**config.mk**
```make
export PLATFORM = sky130hd
export DESIGN_NAME = uart_tx_interface
export DESIGN_NICKNAME = d
export VERILOG_FILES = /design/src/rtl/uart_pkg.sv /design/src/rtl/uart_baud_tick.sv /design/src/rtl/uart_tx_interface.sv
export SDC_FILE = /design/constraint.sdc
export NUM_CORES = 1
export LEC_CHECK = 0
export CAP_MARGIN = 20
export CORE_UTILIZATION = 54
export CTS_BUF_LIST = sky130_fd_sc_hd__clkbuf_4 sky130_fd_sc_hd__clkbuf_8 sky130_fd_sc_hd__clkbuf_16
export DETAILED_ROUTE_END_ITERATION = 10
export PLACE_DENSITY_LB_ADDON = 0.1
export SLEW_MARGIN = 0
export SYNTH_ARGS = -nofsm -noshare
export SYNTH_HDL_FRONTEND = slang
export SYNTH_SLANG_ARGS = --single-unit
```
**constraint.sdc**
```tcl
create_clock -name clk -period 3.4 [get_ports clk]
set_input_delay 1.02 -clock clk [delete_from_list [all_inputs] [get_ports clk]]
set_output_delay 1.02 -clock clk [all_outputs]
set_load 0.01 [all_outputs]
```
**src/rtl/uart_pkg.sv**
```systemverilog
// Shared UART definitions: transmit FSM states, status/control bit positions, frame size.
// Used by both the transmit and receive blocks.
package uart_pkg;

  typedef enum logic [1:0] {
    IDLE  = 2'd0,
    START = 2'd1,
    DATA  = 2'd2,
    STOP  = 2'd3
  } tx_state_e;

  localparam int ST_THRE     = 0;
  localparam int ST_IDLE     = 1;
  localparam int ST_OVR      = 2;
  localparam int CTRL_IRQ_EN = 0;
  localparam int DATA_BITS   = 8;

  function automatic logic [7:0] status_byte(input logic ovr, input logic idle, input logic thre);
    logic [7:0] s;
    s          = 8'h00;
    s[ST_OVR]  = ovr;
    s[ST_IDLE] = idle;
    s[ST_THRE] = thre;
    return s;
  endfunction

endpackage

```
**src/rtl/uart_baud_tick.sv**
```systemverilog
// Bit-time counter: counts 0..CLOCK_DIVISOR-1 and flags the last cycle of each bit.
// restart_i forces the count back to 0 so every new bit starts with a full period.
module uart_baud_tick #(
  parameter int CLOCK_DIVISOR = 4618,
  parameter int CNT_W         = 13
) (
  input  logic clk,
  input  logic reset,
  input  logic restart_i,
  output logic tick_o
);

  localparam logic [CNT_W-1:0] LAST = CNT_W'(CLOCK_DIVISOR - 1);

  logic [CNT_W-1:0] cnt_q, cnt_d;

  assign tick_o = (cnt_q == LAST);

  always_comb begin
    cnt_d = cnt_q + 1'b1;
    if (restart_i || tick_o) begin
      cnt_d = '0;
    end
  end

  always_ff @(posedge clk) begin
    if (reset) begin
      cnt_q <= '0;
    end else begin
      cnt_q <= cnt_d;
    end
  end

endmodule

```
**src/rtl/uart_tx_interface.sv**
```systemverilog
// 8N1 UART transmitter with a one-byte holding register and 6809 register interface.
// Drives the FT2232 RX line; raises an active-low interrupt while the holding register is empty.
module uart_tx_interface
  import uart_pkg::*;
#(
  parameter int CLOCK_DIVISOR = 4618,
  parameter int CNT_W         = 13
) (
  input  logic       clk,
  input  logic       reset,
  input  logic       uart_data_ce,
  input  logic       uart_status_ce,
  input  logic       uart_control_ce,
  input  logic       i_RW,
  input  logic [7:0] i_DATA_BUS,
  output logic       o_UART_RX,
  output logic [7:0] o_DATA,
  output logic       o_IRQ
);

  tx_state_e  state_q, state_d;
  logic [2:0] bit_idx_q, bit_idx_d;
  logic [7:0] shift_q, shift_d;
  logic [7:0] thr_q, thr_d;
  logic       thr_full_q, thr_full_d;
  logic       overrun_q, overrun_d;
  logic       irq_en_q, irq_en_d;
  logic       line_q, line_d;
  logic [7:0] data_q, data_d;
  logic       irq_q;
  logic       wr_data_prev_q, wr_ctrl_prev_q, rd_stat_prev_q;
  logic       wr_data_lvl, wr_ctrl_lvl, rd_stat_lvl;
  logic       wr_data, wr_ctrl, rd_stat;
  logic       load, restart, tick, tx_idle, wr_ok;

  // Bus cycles hold CE for many clocks; act only on the first cycle of each access.
  assign wr_data_lvl = uart_data_ce & ~i_RW;
  assign wr_ctrl_lvl = uart_control_ce & ~i_RW;
  assign rd_stat_lvl = uart_status_ce & i_RW;
  assign wr_data     = wr_data_lvl & ~wr_data_prev_q;
  assign wr_ctrl     = wr_ctrl_lvl & ~wr_ctrl_prev_q;
  assign rd_stat     = rd_stat_lvl & ~rd_stat_prev_q;

  assign tx_idle = (state_q == IDLE) & ~thr_full_q;
  assign restart = (state_d != state_q) | (state_q == IDLE);

  uart_baud_tick #(
    .CLOCK_DIVISOR(CLOCK_DIVISOR),
    .CNT_W        (CNT_W)
  ) u_baud (
    .clk      (clk),
    .reset    (reset),
    .restart_i(restart),
    .tick_o   (tick)
  );

  always_comb begin
    state_d   = state_q;
    bit_idx_d = bit_idx_q;
    load      = 1'b0;
    case (state_q)
      IDLE: begin
        if (thr_full_q) begin
          load    = 1'b1;
          state_d = START;
        end
      end
      START: begin
        if (tick) begin
          state_d   = DATA;
          bit_idx_d = 3'd0;
        end
      end
      DATA: begin
        if (tick) begin
          if (bit_idx_q == 3'(DATA_BITS - 1)) begin
            state_d = STOP;
          end else begin
            bit_idx_d = bit_idx_q + 3'd1;
          end
        end
      end
      STOP: begin
        // A queued byte follows the stop bit with no idle gap.
        if (tick) begin
          if (thr_full_q) begin
            load    = 1'b1;
            state_d = START;
          end else begin
            state_d = IDLE;
          end
        end
      end
      default: state_d = IDLE;
    endcase
  end

  always_comb begin
    line_d = 1'b1;
    case (state_q)
      START:   line_d = 1'b0;
      DATA:    line_d = shift_q[bit_idx_q];
      default: line_d = 1'b1;
    endcase
  end

  always_comb begin
    wr_ok      = ~thr_full_q | load;
    thr_d      = thr_q;
    thr_full_d = thr_full_q;
    shift_d    = load ? thr_q : shift_q;
    irq_en_d   = wr_ctrl ? i_DATA_BUS[CTRL_IRQ_EN] : irq_en_q;
    overrun_d  = overrun_q;
    if (load) begin
      thr_full_d = 1'b0;
    end
    if (wr_data && wr_ok) begin
      thr_d      = i_DATA_BUS;
      thr_full_d = 1'b1;
    end
    // A new overrun in the same cycle as a status read keeps the flag set.
    if (rd_stat) begin
      overrun_d = 1'b0;
    end
    if (wr_data && !wr_ok) begin
      overrun_d = 1'b1;
    end
    data_d = data_q;
    if (uart_status_ce && i_RW) begin
      data_d = status_byte(overrun_q, tx_idle, ~thr_full_q);
    end else if (uart_control_ce && i_RW) begin
      data_d = {7'b0, irq_en_q};
    end else if (uart_data_ce && i_RW) begin
      data_d = 8'h00;
    end
  end

  always_ff @(posedge clk) begin
    if (reset) begin
      state_q        <= IDLE;
      bit_idx_q      <= 3'd0;
      shift_q        <= 8'h00;
      thr_q          <= 8'h00;
      thr_full_q     <= 1'b0;
      overrun_q      <= 1'b0;
      irq_en_q       <= 1'b0;
      line_q         <= 1'b1;
      data_q         <= 8'h00;
      irq_q          <= 1'b1;
      wr_data_prev_q <= 1'b0;
      wr_ctrl_prev_q <= 1'b0;
      rd_stat_prev_q <= 1'b0;
    end else begin
      state_q        <= state_d;
      bit_idx_q      <= bit_idx_d;
      shift_q        <= shift_d;
      thr_q          <= thr_d;
      thr_full_q     <= thr_full_d;
      overrun_q      <= overrun_d;
      irq_en_q       <= irq_en_d;
      line_q         <= line_d;
      data_q         <= data_d;
      irq_q          <= ~(irq_en_q & ~thr_full_q);
      wr_data_prev_q <= wr_data_lvl;
      wr_ctrl_prev_q <= wr_ctrl_lvl;
      rd_stat_prev_q <= rd_stat_lvl;
    end
  end

  assign o_UART_RX = line_q;
  assign o_DATA    = data_q;
  assign o_IRQ     = irq_q;

endmodule
```
-- Word level (Yosys, flattened, before mapping)
Cells that the tools add are included.
- flip-flop bits (word level): 45
- input port bits: 14
- output and inout port bits: 10
- logic and storage cells: 80
- $add $sub $neg: 2
- reduce and logical (&&, ||, !) cells: 14
- equality and inequality tests: 9
- muxes and demuxes: 24
- $lt $le $gt $ge: 1
- bitwise gates (word level): 16
- operators with widths (operator ; number):
    $mux W3 ; 6
    $add A13 B1 Y13 const B ; 1
    $eq A13 B13 Y1 const B ; 1
    $mux W2 ; 5
    $and A1 B1 Y1 ; 8
    $mux W1 ; 8
    $pmux W2 S4 ; 1
    $not A1 Y1 ; 6
    $pmux W3 S2 ; 1
    $reduce_bool A2 Y1 ; 3
    $logic_and A1 B1 Y1 ; 5
    $eq A2 B2 Y1 const B ; 2
    $lt A3 B4 Y1 const B ; 1
    $ne A2 B1 Y1 const B ; 2
    $pmux W1 S2 ; 2
    $reduce_and A4 Y1 ; 1
    $add A3 B1 Y3 const B ; 1
    $bmux W1 S3 ; 1
    $eq A3 B3 Y1 const B ; 1
    $reduce_bool A3 Y1 ; 1
    $eq A2 B1 Y1 const B ; 1
    $logic_not A2 Y1 ; 1
    $ne A2 B2 Y1 ; 1
    $ne A2 B2 Y1 const B ; 1
    4 further kinds ; 5

-- Depth between registers and ports, before layout
- depth after elaboration: 8
- mapped depth: 7
- gate-level depth less buffers: 6

-- By module
Synthesis repeated with hierarchy kept, for this count alone.
- cells, all modules: 233
- area total of the unflattened synthesis: 2154.6 sq um
- by module, submodules not included (module ; seq. area each (sq um) ; instances ; area each (sq um) ; cells each):
    uart_tx_interface ; 640.6 ; 1 ; 1554.0 ; 168
    uart_baud_tick ; 260.2 ; 1 ; 600.6 ; 65

-- Worst setup path before layout
No wires, ideal clock.
- path type: input -> register
- start point: in i_RW
- end point: reg thr_q[5]
- cell stages on the path: 6
- path slack: 0.901 ns
- data arrival time: 2.420 ns
- setup time: 0.079 ns
- buffers on the path: 2
- data required time: 3.321 ns
- cell sequence: clkbuf_1 > or3b_2 > clkbuf_1 > a21oi_1 > a32oi_1 > o211ai_1
- longest elaborated chain between the ends: 4
- RTL lines (element ; RTL line ; text):
    start: declaration ; uart_tx_interface.sv:14 ; input logic i_RW,
    $not A1 Y1 ; uart_tx_interface.sv:37 ; assign wr_data_lvl = uart_data_ce & ~i_RW;
    $and A1 B1 Y1 ; uart_tx_interface.sv:37 ;
    $and A1 B1 Y1 ; uart_tx_interface.sv:40 ; assign wr_data = wr_data_lvl & ~wr_data_prev_q;
    $logic_and A1 B1 Y1 ; uart_tx_interface.sv:117 ; if (wr_data && wr_ok) begin
    end signal: assignment ; uart_tx_interface.sv:157 ; thr_q <= thr_d;
    end: declaration ; uart_tx_interface.sv:24 ; logic [7:0] thr_q, thr_d;
No other way between the ends.
A chain may end at the register's enable or synchronous reset.

-- Worst setup path in the final report
- start point: in i_RW
- end point: reg overrun_q
- longest elaborated chain between the ends: 5
- elaborated cells on any way between the ends: 8
- those cells by class: 1 x mux; 5 x bitwise; 2 x reduce/logical
- RTL lines (element ; RTL line ; text):
    $not A1 Y1 ; uart_tx_interface.sv:37 ;
    $and A1 B1 Y1 ; uart_tx_interface.sv:37 ;
    $and A1 B1 Y1 ; uart_tx_interface.sv:40 ;
    $logic_and A1 B1 Y1 ; uart_tx_interface.sv:125 ; if (wr_data && !wr_ok) begin
    $mux W1 / $reduce_bool A2 Y1 (equally long branches) ; - ;
    end signal: assignment ; uart_tx_interface.sv:159 ; overrun_q <= overrun_d;
    end: declaration ; uart_tx_interface.sv:26 ; logic overrun_q, overrun_d;
Parallel ways exist; a longest one is shown, timed or not.

==> metrics.md <==
| Metric | Value |
|---|---|
| First-pass GRT wire length | `7480 µm` |
| Routed len/inst | `13.7 µm` |
| Final wirelength | `4370 µm` |
| Most frequent cell after synthesis | `dfxtp_1` |
| # hold bufs at CTS | `0` |
| Layout area overhead | `14.8%` |
| Number of global-route vias before repair | `1,624` |
| Net Switching | `345 µW` |
| Final net count | `291` |
| Worst setup path category | `in -> reg` |
| Total CTS buffers | `5` |
| Die area | `4540 µm²` |
| Share of the synthesized area in the top cell type | `39.0%` |
| Chip width | `67.4 µm` |
| Crit path required time | `3.63 ns` |
| Seq pwr share | `46.2%` |
| Nature of the critical path endpoint | `register` |
| Initial DRC count | `129` |
| Clock Tree Buf Depth | `2` |
| Area contributors post-synth | `dfxtp_1 (39%), ha_1 (4.9%), mux2_2 (4.4%), nor2_1 (4.4%), nor3b_1 (3.6%)` |
| Rel. slew slack | `65.9%` |
| Initial core utilization | `56.9%` |
| Number of port buffers | `18` |
| Antenna-violating nets left | `0` |
| Status | `complete, no violations` |
| CTS resizes | `0` |
| Initial antenna violation count | `0` |
| Post-Syn Instances | `249` |
| Asr flop ratio synth | `0%` |
| Netlist Area Pre-Place | `2310 µm²` |
| Sw Ratio | `28.0%` |
| Core ar. | `4060 µm²` |
| Worst Hold Class | `reg -> reg` |
| Overall Global Routing Usage | `21.6%` |
| Synth Area per Inst | `9.27 µm²` |
| Clk_lat worst skew | `0.30 ns` |
| Fin crit period | `2.52 ns` |
| Setup WS post-layout | `0.878 ns` |
| CTS root buf | `clkbuf_8` |
| Leakage | `0.938 nW` |
| Crit-path cells | `clkdlybuf4s50_1 > or3b_2 > or4_1 > a21oi_1` |
| Combinational fraction of design power | `19.5%` |
| Cell taking the most area after synthesis | `dfxtp_1` |
| Clock Power Share | `34.3%` |
| Post-synthesis sequential area ratio | `39.0%` |
| Filler cell count | `360` |
| Final setup TNS | `0 ns` |
| Clock tree sinks | `45` |
| Vias per cell | `5.63` |
| Seq cells post-synth | `45` |
| Synth cell types | `50` |
| Remaining global-route overflow | `0` |
| Least-Margin Pin Slew | `0.511 ns` |
| Maxcap violations | `0` |
| # rows | `23` |
| Worst vdd ir | `0.000292 V` |
| Fin. max-slew vios | `0` |
| Htree depth | `2` |
| Post-synth EDFFs | `0` |
| First drt pass iteration count | `4` |
| PD cells | `466 nW/µm²` |
| Yosys warning total | `0` |
| Final GP Congestion | `0.780` |
| Largest net degree at the start of global routing | `42` |
| Clock skew | `0.0115 ns` |
| CTS tree | `built` |
| Peak Freq | `0.396 GHz` |
| Die Height | `67.4 µm` |
| WP data arrival | `2.75 ns` |
| Endpoints failing setup | `0` |
| RSZ-0062 raised after global routing | `no` |
| Slowest Stage Delay on Critical Path | `0.55 ns` |
| Crit-path max FO | `8` |
| P_int | `889 µW` |
| Main flop type after synthesis | `dfxtp_1` |
| Worst path slowest cell | `or3b_2` |
| Post-CTS Setup Bufs | `0` |
| Startpoint types | `primary input` |
| Pre-CTS setup slack | `0.573 ns` |
| Via count | `1,797` |
| Post-route clock period utilization | `74.2%` |
| Hold Fails Final Rpt | `0` |
| DP HPWL | `3020 µm` |
| Fraction of layout cells with a size suffix above 1 | `11.5%` |
| Drc violations | `0` |
| Diode count | `0` |
| Clk slew on worst S/H paths | `0.09 ns` |
| Top cells by count, synth | `dfxtp_1 (45), nor2_1 (27), nand2_1 (13), nand3_1 (13), nor3b_1 (11)` |
| I/O pins | `24` |
-- power groups by stage --
stage | clock (mW) | combinational [mW] | sequential [mW]
2_1_floorplan | 0 | 0.176 | 0.578
3_3_place_gp | 0 | 0.238 | 0.582
3_5_place_dp | 0 | 0.239 | 0.583
4_1_cts | 0.428 | 0.240 | 0.570
5_1_grt | 0.445 | 0.270 | 0.573
6_report | 0.423 | 0.241 | 0.570
-- flip-flops by register name (all words and copies together) (netlist names) --
| name | cells |
|---|---|
| u_baud.cnt_q | 13 |
| shift_q | 8 |
| thr_q | 8 |
| bit_idx_q | 3 |
| o_DATA | 3 |
| state_q | 2 |
| irq_en_q | 1 |
| o_IRQ | 1 |
| o_UART_RX | 1 |
| overrun_q | 1 |
| rd_stat_prev_q | 1 |
| thr_full_q | 1 |
| wr_ctrl_prev_q | 1 |
| wr_data_prev_q | 1 |
-- cells by family (layout without fill, tap and decap cells) --
family / after synthesis / in the layout / share of synthesized area (%)
xor+xnor: 11 / 11 / 4.18
mux: 13 / 13 / 7.21
simple gates: 103 / 103 / 25.2
buf+inv: 24 / 40 / 4.88
compound gates: 43 / 43 / 14.5
other cells: 1 / 5 / 0.163
flops: 45 / 45 / 39.0
fa+ha+maj: 9 / 9 / 4.88
-- final timing paths --
check / cells after the start / to / slack (ns) / from
worst max register to register: 4 / shift_q[6] / 0.95 / u_baud.cnt_q[5]
worst min register to register: 1 / o_IRQ / 0.43 / irq_en_q
worst max-delay path: 4 / overrun_q / 0.88 / i_RW
worst min-delay path: 1 / o_IRQ / 0.43 / irq_en_q
-- cell type report --
type	instances	area [µm²]	area share (%)
multi-input combinational	184	1310	49.4
sequential	45	901	34.0
timing repair buffer	24	225	8.51
clock buffer	6	82.6	3.12
tap	50	62.6	2.36
clock inverter	2	37.5	1.42
inverter	8	30.0	1.13
-- worst max-delay path, delay by kind of cell --
kind / cells / cell delay, ns
simple gates: 2 / 1.07
buf+inv: 1 / 0.53
compound gates: 1 / 0.12
-- per-stage QoR --
step | util [%] | cell area [µm²] | hold slack (ns) | instances | power, mW
floorplan | - | 2320 | 0.380 | 253 | 0.754
global placement | 62.3 | 2530 | 0.407 | 311 | 0.820
detailed placement | 62.3 | 2530 | 0.409 | 311 | 0.821
CTS | 65.2 | 2650 | 0.435 | 319 | 1.24
global route | 65.2 | 2650 | 0.464 | 319 | 1.29
finish | 65.2 | 2650 | 0.431 | 319 | 1.23
-- routing by layer --
metal,track usage (%),routed length (µm)
met4,6.38,44
met5,0,0
met2,34.1,1960
met3,4.05,119
met1,29.8,2240
-- layout by cell type (no fill, tap or decap), drive strengths merged, types with 2 or more instances in the layout --
master         synthesis  routed
a211oi                 2       2
a21oi                  8       8
a22oi                  2       2
a32o                   2       2
a32oi                  9       9
and2b                 10      10
buf                    7       6
clkbuf                 9       6
clkdlybuf4s50          0      18
conb                   1       5
dfxtp                 45      45
ha                     9       9
inv                    7       7
mux2                   9       9
mux2i                  2       2
mux4                   2       2
nand2                 13      13
nand2b                 3       3
nand3                 13      13
nand4                  3       3
nor2                  27      27
nor2b                  6       6
nor3                   5       5
nor3b                 11      11
nor4                   2       2
o211ai                 9       9
o21ai                  2       2
or3                    3       3
or4                    2       2
or4b                   2       2
xnor2                  9       9
xor2                   2       2
No activity file was read; power rests on OpenSTA's default activity.
